**src/rtl/asip_ctrl_pkg.sv**
```systemverilog
// Shared types and defaults for the ASIP run controller.
package asip_ctrl_pkg;

  typedef enum logic [2:0] {
    IDLE,
    LATCH,
    CLEAR,
    RUN,
    DISPLAY,
    ERROR
  } state_t;

  localparam int DEF_DEBOUNCE_CYCLES = 4;
  localparam int DEF_TIMEOUT_CYCLES  = 1000000;
  localparam int WDOG_W              = 20;

endpackage

```
**src/rtl/asip_run_ctrl_if.sv**
```systemverilog
// Switch, processor-handshake and status bundle of the run controller.
interface asip_run_ctrl_if;
  logic       switch_start;
  logic [1:0] red_switches;
  logic [1:0] green_switches;
  logic [1:0] blue_switches;
  logic       gtype_switch;
  logic       cpu_done;
  logic       cpu_run;
  logic       cpu_clr;
  logic [1:0] cfg_red;
  logic [1:0] cfg_green;
  logic [1:0] cfg_blue;
  logic       cfg_gtype;
  logic       vga_sel;
  logic       busy;
  logic       err;
  logic [7:0] frame_count;

  modport slave (
    input  switch_start, red_switches, green_switches, blue_switches,
           gtype_switch, cpu_done,
    output cpu_run, cpu_clr, cfg_red, cfg_green, cfg_blue, cfg_gtype,
           vga_sel, busy, err, frame_count
  );

  modport master (
    output switch_start, red_switches, green_switches, blue_switches,
           gtype_switch, cpu_done,
    input  cpu_run, cpu_clr, cfg_red, cfg_green, cfg_blue, cfg_gtype,
           vga_sel, busy, err, frame_count
  );
endinterface

```
**src/rtl/start_debouncer.sv**
```systemverilog
// Two-flop synchronizer plus stability debouncer for the active-low start button.
module start_debouncer
  import asip_ctrl_pkg::*;
#(
  parameter int DEBOUNCE_CYCLES = DEF_DEBOUNCE_CYCLES
) (
  input  logic clk,
  input  logic rst,
  input  logic switch_start,
  output logic level,
  output logic fall_pulse
);
  localparam int CW = $clog2(DEBOUNCE_CYCLES + 1);

  logic [1:0]    sync_q;
  logic [CW-1:0] cnt_q;
  logic          level_q;
  logic          fall_q;

  // Level flips only after the synced input disagreed on DEBOUNCE_CYCLES consecutive edges.
  always_ff @(posedge clk or negedge rst) begin
    if (!rst) begin
      sync_q  <= 2'b11;
      cnt_q   <= '0;
      level_q <= 1'b1;
      fall_q  <= 1'b0;
    end else begin
      sync_q <= {sync_q[0], switch_start};
      fall_q <= 1'b0;
      if (sync_q[1] == level_q) begin
        cnt_q <= '0;
      end else if (cnt_q == CW'(DEBOUNCE_CYCLES - 1)) begin
        level_q <= sync_q[1];
        cnt_q   <= '0;
        fall_q  <= ~sync_q[1];
      end else begin
        cnt_q <= cnt_q + CW'(1);
      end
    end
  end

  assign level      = level_q;
  assign fall_pulse = fall_q;
endmodule

```
**src/rtl/asip_run_ctrl.sv**
```systemverilog
// Start/run/display sequencer for the vector processor with watchdog and frame counter.
module asip_run_ctrl
  import asip_ctrl_pkg::*;
#(
  parameter int DEBOUNCE_CYCLES = DEF_DEBOUNCE_CYCLES,
  parameter int TIMEOUT_CYCLES  = DEF_TIMEOUT_CYCLES
) (
  input  logic           clk,
  input  logic           rst,
  asip_run_ctrl_if.slave bus
);
  logic              start_level;
  logic              start_pulse;
  state_t            state_q;
  logic [WDOG_W-1:0] wdog_q;
  logic              run_q, clr_q, vga_q, busy_q, err_q;
  logic [7:0]        frame_q;
  logic [1:0]        red_q, green_q, blue_q;
  logic              gtype_q;

  start_debouncer #(.DEBOUNCE_CYCLES(DEBOUNCE_CYCLES)) u_deb (
    .clk          (clk),
    .rst          (rst),
    .switch_start (bus.switch_start),
    .level        (start_level),
    .fall_pulse   (start_pulse)
  );

  // Outputs are assigned on the transition into the state they belong to.
  always_ff @(posedge clk or negedge rst) begin
    if (!rst) begin
      state_q <= IDLE;
      wdog_q  <= '0;
      run_q   <= 1'b0;
      clr_q   <= 1'b0;
      vga_q   <= 1'b1;
      busy_q  <= 1'b0;
      err_q   <= 1'b0;
      frame_q <= '0;
      red_q   <= '0;
      green_q <= '0;
      blue_q  <= '0;
      gtype_q <= 1'b0;
    end else begin
      clr_q <= 1'b0;
      case (state_q)
        IDLE, ERROR: if (start_pulse) begin
          state_q <= LATCH;
          err_q   <= 1'b0;
          busy_q  <= 1'b1;
        end
        LATCH: begin
          red_q   <= bus.red_switches;
          green_q <= bus.green_switches;
          blue_q  <= bus.blue_switches;
          gtype_q <= bus.gtype_switch;
          clr_q   <= 1'b1;
          vga_q   <= 1'b0;
          state_q <= CLEAR;
        end
        CLEAR: begin
          wdog_q  <= '0;
          run_q   <= 1'b1;
          state_q <= RUN;
        end
        RUN: begin
          // Completion takes priority over a coincident watchdog expiry.
          if (bus.cpu_done) begin
            state_q <= DISPLAY;
            run_q   <= 1'b0;
            vga_q   <= 1'b1;
            busy_q  <= 1'b0;
            frame_q <= frame_q + 8'd1;
          end else if (wdog_q == WDOG_W'(TIMEOUT_CYCLES - 1)) begin
            state_q <= ERROR;
            run_q   <= 1'b0;
            vga_q   <= 1'b1;
            busy_q  <= 1'b0;
            err_q   <= 1'b1;
          end else begin
            wdog_q <= wdog_q + WDOG_W'(1);
          end
        end
        DISPLAY: if (start_level) state_q <= IDLE;
        default: state_q <= IDLE;
      endcase
    end
  end

  assign bus.cpu_run     = run_q;
  assign bus.cpu_clr     = clr_q;
  assign bus.vga_sel     = vga_q;
  assign bus.busy        = busy_q;
  assign bus.err         = err_q;
  assign bus.frame_count = frame_q;
  assign bus.cfg_red     = red_q;
  assign bus.cfg_green   = green_q;
  assign bus.cfg_blue    = blue_q;
  assign bus.cfg_gtype   = gtype_q;
endmodule

```
**src/flat_wrapper.sv**
```systemverilog
// flat-port wrapper written by rule: the top's interface ports become plain ports
module asip_run_ctrl_flat import asip_ctrl_pkg::*;
#(
  parameter int DEBOUNCE_CYCLES = DEF_DEBOUNCE_CYCLES,
  parameter int TIMEOUT_CYCLES  = DEF_TIMEOUT_CYCLES
)
  (clk, rst, bus_switch_start, bus_red_switches, bus_green_switches, bus_blue_switches, bus_gtype_switch, bus_cpu_done, bus_cpu_run, bus_cpu_clr, bus_cfg_red, bus_cfg_green, bus_cfg_blue, bus_cfg_gtype, bus_vga_sel, bus_busy, bus_err, bus_frame_count);
  asip_run_ctrl_if bus_i ();
  input  logic clk;
  input  logic rst;
  input wire logic [$bits(bus_i.switch_start)-1:0] bus_switch_start;
  input wire logic [$bits(bus_i.red_switches)-1:0] bus_red_switches;
  input wire logic [$bits(bus_i.green_switches)-1:0] bus_green_switches;
  input wire logic [$bits(bus_i.blue_switches)-1:0] bus_blue_switches;
  input wire logic [$bits(bus_i.gtype_switch)-1:0] bus_gtype_switch;
  input wire logic [$bits(bus_i.cpu_done)-1:0] bus_cpu_done;
  output wire logic [$bits(bus_i.cpu_run)-1:0] bus_cpu_run;
  output wire logic [$bits(bus_i.cpu_clr)-1:0] bus_cpu_clr;
  output wire logic [$bits(bus_i.cfg_red)-1:0] bus_cfg_red;
  output wire logic [$bits(bus_i.cfg_green)-1:0] bus_cfg_green;
  output wire logic [$bits(bus_i.cfg_blue)-1:0] bus_cfg_blue;
  output wire logic [$bits(bus_i.cfg_gtype)-1:0] bus_cfg_gtype;
  output wire logic [$bits(bus_i.vga_sel)-1:0] bus_vga_sel;
  output wire logic [$bits(bus_i.busy)-1:0] bus_busy;
  output wire logic [$bits(bus_i.err)-1:0] bus_err;
  output wire logic [$bits(bus_i.frame_count)-1:0] bus_frame_count;
  assign bus_i.switch_start = bus_switch_start;
  assign bus_i.red_switches = bus_red_switches;
  assign bus_i.green_switches = bus_green_switches;
  assign bus_i.blue_switches = bus_blue_switches;
  assign bus_i.gtype_switch = bus_gtype_switch;
  assign bus_i.cpu_done = bus_cpu_done;
  assign bus_cpu_run = bus_i.cpu_run;
  assign bus_cpu_clr = bus_i.cpu_clr;
  assign bus_cfg_red = bus_i.cfg_red;
  assign bus_cfg_green = bus_i.cfg_green;
  assign bus_cfg_blue = bus_i.cfg_blue;
  assign bus_cfg_gtype = bus_i.cfg_gtype;
  assign bus_vga_sel = bus_i.vga_sel;
  assign bus_busy = bus_i.busy;
  assign bus_err = bus_i.err;
  assign bus_frame_count = bus_i.frame_count;
  asip_run_ctrl #(.DEBOUNCE_CYCLES(DEBOUNCE_CYCLES), .TIMEOUT_CYCLES(TIMEOUT_CYCLES)) u_core (.clk(clk), .rst(rst), .bus(bus_i));
endmodule
```
**config.mk**
```make
export PLATFORM = sky130hd
export DESIGN_NAME = asip_run_ctrl_flat
export DESIGN_NICKNAME = d
export VERILOG_FILES = /design/src/rtl/asip_ctrl_pkg.sv /design/src/rtl/asip_run_ctrl_if.sv /design/src/rtl/start_debouncer.sv /design/src/rtl/asip_run_ctrl.sv /design/src/flat_wrapper.sv
export SDC_FILE = /design/constraint.sdc
export NUM_CORES = 1
export LEC_CHECK = 0
export ABC_AREA = 1
export CORE_MARGIN = 2
export CORE_UTILIZATION = 25
export CTS_CLUSTER_DIAMETER = 200
export CTS_CLUSTER_SIZE = 14
export DETAILED_ROUTE_END_ITERATION = 12
export GPL_ROUTABILITY_DRIVEN = 0
export PLACE_DENSITY_LB_ADDON = 0.25
export SETUP_SLACK_MARGIN = 0.15
export SYNTH_ARGS = -nofsm -noshare
export SYNTH_HDL_FRONTEND = slang
export SYNTH_SLANG_ARGS = --single-unit
```
**constraint.sdc**
```tcl
create_clock -name clk -period 1.3 [get_ports clk]
set_input_delay 0.39 -clock clk [delete_from_list [all_inputs] [get_ports clk]]
set_output_delay 0.39 -clock clk [all_outputs]
set_load 0.02 [all_outputs]
```
; Yosys cells after proc, flatten, opt, wreduce, memory -nomap -nowiden
; Cells that the tools add are included.
[op_classes]
addsub = 3
n_mul = 0
n_div = 0
order_cmp = 0
eq_ne = 14
n_shift = 0
n_mux = 24
n_bitwise = 2
n_reduce_logical = 13
[op_table]
columns = op, count
row1 = 20-bit 2-to-1 mux, 2
row2 = 20-bit one-hot mux with 2 select lines, 1
row3 = 20-bit by 1-bit adder with 20-bit output (second input constant), 1
row4 = 20-bit equality test (second input constant), 1
row5 = 3-bit 2-to-1 mux, 6
row6 = 3-bit one-hot mux with 5 select lines, 1
row7 = 1-bit 2-to-1 mux, 10
row8 = 3-bit by 2-bit equality test with 1-bit output (second input constant), 3
row9 = 3-bit AND reduction, 3
row10 = 8-bit by 1-bit adder with 8-bit output (second input constant), 1
row11 = 2-bit inequality test (second input constant), 4
row12 = 1-bit one-hot mux with 2 select lines, 4
row13 = 2-bit AND reduction, 4
row14 = 3-bit equality test (second input constant), 2
row15 = 2-bit nonzero test, 3
row16 = 4-bit AND reduction, 1
row17 = 3-bit by 1-bit adder with 3-bit output (second input constant), 1
row18 = 3-bit by 1-bit equality test with 1-bit output (second input constant), 1
row19 = 3-bit logical NOT, 1
row20 = 3-bit by 2-bit inequality test with 1-bit output (second input constant), 1
row21 = 2-bit by 1-bit inequality test with 1-bit output (second input constant), 1
row22 = 1-bit inverter, 2
row23 = 2-bit OR reduction, 1
row24 = 1-bit equality test, 1
[totals]
ff_bits = 50
latch_bits = 0
ramBits = 0
rom_bits = 0
out_inout_bits = 20
word_cells = 72
n_memories = 0

; Logic depth before layout (Yosys ltp)
; Gate-level depths: netlist of the first run.
[logic_depth]
word_depth = 4
mapped_depth = 11
mapped_depth_nobuf = 11

; Hierarchy
; From an unflattened synthesis of the first run, not the netlist that was laid out.
[unflattened]
hier_cells = 368
area_unflattened_um2 = 2712.6
[modules_own_cells]
columns = module, instances, cells_each, area_per_inst_um2, seq_area_each_um2
row1 = asip_run_ctrl, 1, 341, 2442.3, 1077.3
row2 = start_debouncer, 1, 27, 270.3, 178.9

; Worst setup path before layout of the first run
; OpenSTA, ideal clock, no wires.
[synth_timing]
path_type = flip-flop to flip-flop
startpoint = reg u_core.wdog_q[0]
endpoint = reg u_core.wdog_q[18]
arrival_time_ns = 1.313
required_ns = 1.183
setup_slack_ns = -0.130
stages_incl_launch_ff = 11
n_path_buf = 0
synth_period_minus_slack_ns = 1.430
cell_sequence = dfrtp_1 ha_1 nand2_1 nor2_2 nand3_2 nor2_1 nand3_1 nand2_1 nor2_1 nand2_1 nand2_1
[synth_between]
elab_chain_cells = 4
[synth_rtl]
columns = element, line_no
row1 = start: declaration, asip_run_ctrl.sv:15  ; logic [WDOG_W-1:0] wdog_q;
row2 = start signal: assignment, asip_run_ctrl.sv:81  ; wdog_q <= wdog_q + WDOG_W'(1);
row3 = 20-bit by 1-bit adder with 20-bit output, asip_run_ctrl.sv:81
row4 = 20-bit 2-to-1 mux, asip_run_ctrl.sv:74  ; end else if (wdog_q == WDOG_W'(TIMEOUT_CYCLES - 1)) begin
row5 = 20-bit 2-to-1 mux, asip_run_ctrl.sv:68  ; if (bus.cpu_done) begin
row6 = 20-bit one-hot mux with 2 select lines, asip_run_ctrl.sv:46  ; case (state_q)
; Parallel ways exist; a longest one is shown, timed or not. The select of a mux whose other input is x is not followed.
; A chain may end at the register's enable or synchronous reset.

; Final worst setup path of the first run
[layout_timing]
startpoint = reg u_core.wdog_q[1]
endpoint = reg u_core.wdog_q[18]
; The elaborated chain is that of the path after synthesis.

==> impl_metrics.env, run 1 <==
export IMPL_core_area_um2=10700
export IMPL_dp_hpwl_mm=4.66
export IMPL_cts_tree="built"
export IMPL_maxCapViolCount=0
export IMPL_cts_buffer_depth=2
export IMPL_hold_viol=0
export IMPL_ys_warn_count=0
export IMPL_grt_overflow=0
export IMPL_p_leak_nw=2.05
export IMPL_design_area_um2=4310
export IMPL_power_per_cell_area_nw_per_um2=1860
export IMPL_rrSetupSlack_ns=-0.20
export IMPL_violations="setup timing"
export IMPL_clock_fmax_mhz=666
export IMPL_ios=31
export IMPL_cts_hold_buffers=0
export IMPL_fillers=1129
export IMPL_ir_worst_vdd_v=0.00109
export IMPL_synthTopCellsByArea="dfrtp_1 (42%), nand2_1 (18%), nor2_1 (6.3%), nand3_1 (4.7%), dfstp_2 (3.8%)"
export IMPL_cp_required_ns=1.52
export IMPL_cts_buffers=5
export IMPL_tightest_slew_ns=0.284
export IMPL_worstSetupPathType="reg -> reg"
export IMPL_dieArea_um2=11800
export IMPL_synth_seq_cells=50
export IMPL_grt_pass1_wl_mm=12.5
export IMPL_htree_num_levels=2
export IMPL_drc=0
export IMPL_setup_worst_path_start_class="flop"
export IMPL_die_w_um=109
export IMPL_cp_max_fo=6
export IMPL_status="finished, violations left"
export IMPL_min_period_ns=1.50
export IMPL_syn_num_nets=366
export IMPL_clk_latency_ns=0.31
export IMPL_synth_cell_types=34
export IMPL_yosys_area_share_simple_pct=37.7
export IMPL_syn_to_final_growth_pct=57.1
export IMPL_grt_max_degree=51
export IMPL_min_path_type="in -> async"
export IMPL_cts_root_buf="clkbuf_8"
export IMPL_ant_nets=0
export IMPL_cts_sinks=50
export IMPL_synthAdderAreaFrac_pct=1.37
export IMPL_antenna_found_initial=0
export IMPL_die_h_um=109
export IMPL_synth_compound_area_share_pct=5.30
export IMPL_worstSetupEndpointType="flop"
export IMPL_synth_cells=352
export IMPL_final_common_cell="nand2_1"
export IMPL_drive_gt1_share_pct=38.8
export IMPL_grt_use_total_pct=13.2
export IMPL_synth_top_area_share_pct=42.0
export IMPL_place_area_um2=3680
export IMPL_num_antenna_cells=0
export IMPL_synthMuxAreaShare_pct=0
export IMPL_yosysTopAreaCell="dfrtp_1"
export IMPL_wl_per_cell_um=12.2
export IMPL_layout_common_cells="nand2_1 (117), buf_4 (68), dfrtp_1 (45), nor2_1 (35), buf_6 (28)"
export IMPL_num_rows=38
export IMPL_synth_top_family_by_area="simple AND/OR/NAND/NOR gates"
export IMPL_setup_viol=36
export IMPL_drtPass1Iterations=4
export IMPL_rsz0062_at_grt="true"
export IMPL_finalCritPeriodShare_pct=115
export IMPL_cp_arrival_ns=1.72
export IMPL_setup_slack_ns=-0.201
export IMPL_drtIter0Drc=95
export IMPL_synthXorXnorAreaFrac_pct=3.52
export IMPL_start_util_pct=25.5
export IMPL_wl_mm=7.49
export IMPL_fin_nets=485
export IMPL_grt_pass1_vias=2685
export IMPL_port_buffers=30
export IMPL_dp_slack_ns=-0.472
export IMPL_slew_viol_final=0
export IMPL_vias_per_cell=4.29
export IMPL_path_clk_slew_ns=0.10
export IMPL_clock_skew_final_ns=0.00897
export IMPL_vias=2624
export IMPL_ys_seq_area_share_pct=45.8
export IMPL_maxSlewHeadroom_pct=81.1
export IMPL_syn_area_per_cell_um2=7.78
export IMPL_syn_cell_area_um2=2740
[synthesized netlist by cell type (all sizes together)]
cell type / count
nor2: 51
nand4: 3
clkinv: 1
nor3: 2
nor3b: 2
ha: 3
a21boi: 1
o21bai: 4
xor2: 7
xnor2: 4
dfrtp: 46
nand3b: 1
buf: 4
o21a: 1
o211ai: 1
a21oi: 8
dfstp: 4
o21ai: 7
inv: 30
nand3: 28
nand2: 143
a31oi: 1
[flip-flops by register name (all words and copies together) (netlist names)]
name and cells:
u_core.u_deb.sync_q 2, u_core.wdog_q 20, u_core.u_deb.level 1, u_core.bus.cpu_clr 1, u_core.bus.vga_sel 1, u_core.bus.busy 1
u_core.bus.cfg_blue 2, u_core.bus.cpu_run 1, u_core.bus.frame_count 8, u_core.bus.err 1, u_core.bus.cfg_gtype 1, u_core.bus.cfg_green 2
u_core.state_q 3, u_core.u_deb.fall_pulse 1, u_core.bus.cfg_red 2, u_core.u_deb.cnt_q 3
[area by class of cell]
type | count | area (µm²) | area share [%]
clock inverter | 2 | 15.0 | 0.349
clock buffer | 6 | 72.6 | 1.69
inverter | 31 | 145 | 3.37
multi-input combinational | 272 | 1620 | 37.6
sequential | 50 | 1260 | 29.2
tap | 140 | 175 | 4.07
timing repair buffer | 111 | 1020 | 23.7
[final timing paths]
| kind | start | endpoint | depth (start not counted) |
|---|---|---|---|
| max | u_core.wdog_q[1]$_DFFE_PN0P_ | u_core.wdog_q[18]$_DFFE_PN0P_ | 10 |
| max in group asynchronous | rst | u_core.u_deb.sync_q[0]$_DFF_PN1_ | 2 |
| min in group clk | u_core.u_deb.sync_q[0]$_DFF_PN1_ | u_core.u_deb.sync_q[1]$_DFF_PN1_ | 0 |
| min reg2reg | u_core.u_deb.sync_q[0]$_DFF_PN1_ | u_core.u_deb.sync_q[1]$_DFF_PN1_ | 0 |
| max reg2reg | u_core.wdog_q[1]$_DFFE_PN0P_ | u_core.wdog_q[18]$_DFFE_PN0P_ | 10 |
| min | rst | u_core.wdog_q[16]$_DFFE_PN0P_ | 2 |
[where the power goes]
part / total, mW / internal (mW) / switching (mW)
Clock: 0.942 / 0.381 / 0.561
Sequential: 2.27 / 1.96 / 0.310
Combinational: 4.81 / 2.17 / 2.64
[metal layers]
layer	global-route usage [%]	vias up	wire length (µm)
met4	3.11	0	98
met5	0	-	0
met3	2.99	12	295
met2	22.9	42	3750
met1	16.8	1228	3350
li1	-	1342	-
[critical path: stages, from the launching register on]
cell and delay, ns:
dfrtp_1 0.42, ha_4 0.16, nand2_1 0.09, nor2_4 0.18, nand3_4 0.15, nor2_4 0.13, nand3_1 0.07, nand2_1 0.06
nor2_1 0.04, nand2_1 0.06, nand2_1 0.04
[through the flow]
step | utilization (%) | cells | TNS, ns | power [mW] | hold WS (ns)
finish | 40.1 | 612 | -5.17 | 8.02 | 0.0554
global route | 40.1 | 612 | -9.11 | 8.56 | 0.0688
CTS | 38.0 | 597 | -5.43 | 7.55 | 0.0688
detailed placement | 34.3 | 578 | -14.07 | 5.77 | 0.348
global placement | 34.3 | 578 | -12.62 | 5.74 | 0.347
floorplan | - | 352 | -2.20 | 4.30 | 0.0944
[logic make-up (layout without fill, tap and decap cells)]
logic type,after synthesis,in the layout
flops,50,50
fa+ha+maj,3,3
buf+inv,35,150
xor+xnor,11,11
compound gates,23,23
simple gates,230,235
[what timing repair did]
action | 4_1_cts | 5_1_grt
cloned | 5 | 0
resized for setup | 165 | 28
setup endpoints to repair | 63 | 63
buffers inserted | 6 | 15
pin swaps | 11 | 8
Power figures use the tool's default switching activity.
==> run 2, diff against run 1 <==
--- a/config.mk
+++ b/config.mk
@@ -7,7 +7,7 @@
 export LEC_CHECK = 0
 export ABC_AREA = 1
 export CORE_MARGIN = 2
-export CORE_UTILIZATION = 25
+export CORE_UTILIZATION = 47
 export CTS_CLUSTER_DIAMETER = 200
 export CTS_CLUSTER_SIZE = 14
 export DETAILED_ROUTE_END_ITERATION = 12
==> run 2 against run 1 <==
Compared with the run above:
- the run still ends with setup timing left
- non-clock buffer count up 8
- core utilization grew 40 points
- routed wire length grew 15%
- first-iteration DRC count rose by 54%
==> impl_metrics.env, run 2 (synthesized netlist as in run 1, its figures left out) <==
export IMPL_status="finished, violations left"
export IMPL_violations="setup timing"
export IMPL_p_leak_nw=2.17
export IMPL_wl_mm=8.61
export IMPL_num_rows=27
export IMPL_maxSlewHeadroom_pct=81.4
export IMPL_cts_root_buf="clkbuf_8"
export IMPL_drtIter0Drc=146
export IMPL_grt_use_total_pct=25.8
export IMPL_crit_chain="buf_6 > buf_6 > o21bai_4 > nand3b_1 > nand2_1 > inv_1 > nand2_2 > nand2_1 > o21ai_0"
export IMPL_drtPass1Iterations=4
export IMPL_final_common_cell="nand2_1"
export IMPL_vias=2851
export IMPL_dp_hpwl_mm=4.33
export IMPL_slowest_stage="dfrtp_1"
export IMPL_grt_pass1_vias=2807
export IMPL_cpPeakStageDelay_ns=0.43
export IMPL_core_area_um2=5570
export IMPL_cts_buffers=5
export IMPL_die_h_um=80.4
export IMPL_fin_nets=492
export IMPL_htree_num_levels=2
export IMPL_finalCritPeriodShare_pct=121
export IMPL_setup_viol=43
export IMPL_min_path_type="in -> async"
export IMPL_cts_hold_buffers=0
export IMPL_power_per_cell_area_nw_per_um2=1980
export IMPL_worstSetupEndpointType="flop"
export IMPL_ant_nets=0
export IMPL_drc=0
export IMPL_r2r_cells=9
export IMPL_drive_gt1_share_pct=46.6
export IMPL_clock_skew_final_ns=0.00776
export IMPL_r2r_end="u_core.state_q[2]$_DFFE_PN0P_"
export IMPL_wl_per_cell_um=15.6
export IMPL_maxCapViolCount=0
export IMPL_layout_common_cells="nand2_1 (92), buf_4 (68), dfrtp_1 (46), nand2_2 (41), nor2_1 (34)"
export IMPL_antenna_found_initial=0
export IMPL_start_util_pct=49.2
export IMPL_syn_to_final_growth_pct=62.0
export IMPL_clock_fmax_mhz=634
export IMPL_design_area_um2=4440
export IMPL_port_buffers=30
export IMPL_path_clk_slew_ns=0.10
export IMPL_setup_slack_ns=-0.278
export IMPL_hold_viol=0
export IMPL_cp_arrival_ns=1.77
export IMPL_ir_worst_vdd_v=0.00142
export IMPL_setup_worst_path_start_class="flop"
export IMPL_worstSetupPathType="reg -> reg"
export IMPL_crit_reg2reg_launch="u_core.state_q[2]$_DFFE_PN0P_"
export IMPL_cts_tree="built"
export IMPL_rrSetupSlack_ns=-0.28
export IMPL_min_period_ns=1.58
export IMPL_ios=31
export IMPL_grt_pass1_wl_mm=12.8
export IMPL_grt_max_degree=51
export IMPL_fin_tns_setup_ns=-7.33
export IMPL_place_area_um2=3580
export IMPL_regMostFlops="u_core.wdog_q"
export IMPL_fillers=347
export IMPL_rsz0062_at_grt="true"
export IMPL_cp_num_buf_inv=3
export IMPL_largest_reg_flops=20
export IMPL_cts_sinks=50
export IMPL_tightest_slew_ns=0.277
export IMPL_grt_overflow=0
export IMPL_cts_buffer_depth=2
export IMPL_cp_required_ns=1.49
export IMPL_num_antenna_cells=0
export IMPL_clk_latency_ns=0.31
export IMPL_crit_family="simple AND/OR/NAND/NOR gates"
export IMPL_dieArea_um2=6460
export IMPL_cp_max_fo=5
export IMPL_vias_per_cell=5.17
export IMPL_slew_viol_final=0
export IMPL_die_w_um=80.4
## run 2: cell type report
type	count	area, µm²	area share [%]
multi-input cells	271	1720	38.7
flip-flops and latches	50	1260	28.3
repair buffers	119	1140	25.6
inverters	31	146	3.30
well taps	72	90.1	2.03
clock buffers	5	68.8	1.55
clock inverters	3	21.3	0.479
## run 2: metrics by stage
stage / total power [mW] / hold slack (ns) / std cells / utilization [%] / setup slack [ns]
after floorplan: 4.30 / 0.0944 / 352 / - / -0.103
after global placement: 5.67 / 0.346 / 506 / 64.2 / -0.385
after detailed placement: 5.76 / 0.357 / 506 / 64.2 / -0.478
after CTS: 7.92 / 0.0582 / 538 / 74.0 / -0.163
after global routing: 9.24 / 0.0744 / 551 / 79.6 / -0.337
final: 8.81 / 0.0330 / 551 / 79.6 / -0.278
## run 2: timing repair
action	in CTS	in global routing
endpoints found under the setup margin	63	63
pin swaps	19	24
resized for setup	165	66
buffers inserted	20	13
cloned	4	0
## run 2: worst max path at each step
stage,end,startpoint,slack (ns),cells after the start
after CTS,u_core.wdog_q[18]$_DFFE_PN0P_,u_core.wdog_q[0]$_DFFE_PN0P_,-0.16,10
after floorplan,u_core.wdog_q[15]$_DFFE_PN0P_,u_core.wdog_q[1]$_DFFE_PN0P_,-0.10,10
final,u_core.state_q[2]$_DFFE_PN0P_,u_core.state_q[2]$_DFFE_PN0P_,-0.28,9
after detailed placement,u_core.bus.frame_count[7]$_DFFE_PN0P_,bus_cpu_done,-0.48,7
after global placement,u_core.bus.frame_count[6]$_DFFE_PN0P_,bus_cpu_done,-0.38,7
after global routing,u_core.bus.frame_count[7]$_DFFE_PN0P_,u_core.state_q[1]$_DFFE_PN0P_,-0.34,8
## run 2: per-layer routing
layer	routed length [µm]	part of all wire [%]	GRT usage, %	up-vias
met5	0	0	0	-
met4	387	4.5	11.0	0
met3	489	5.7	6.07	29
met2	4560	53	46.4	88
met1	3180	37	29.1	1377
li1	-	-	-	1357
## run 2: power by group
| part | switching, mW | internal (mW) |
|---|---|---|
| registers | 0.307 | 1.96 |
| logic | 3.03 | 2.56 |
| clock network | 0.570 | 0.380 |
| total | 3.91 | 4.90 |
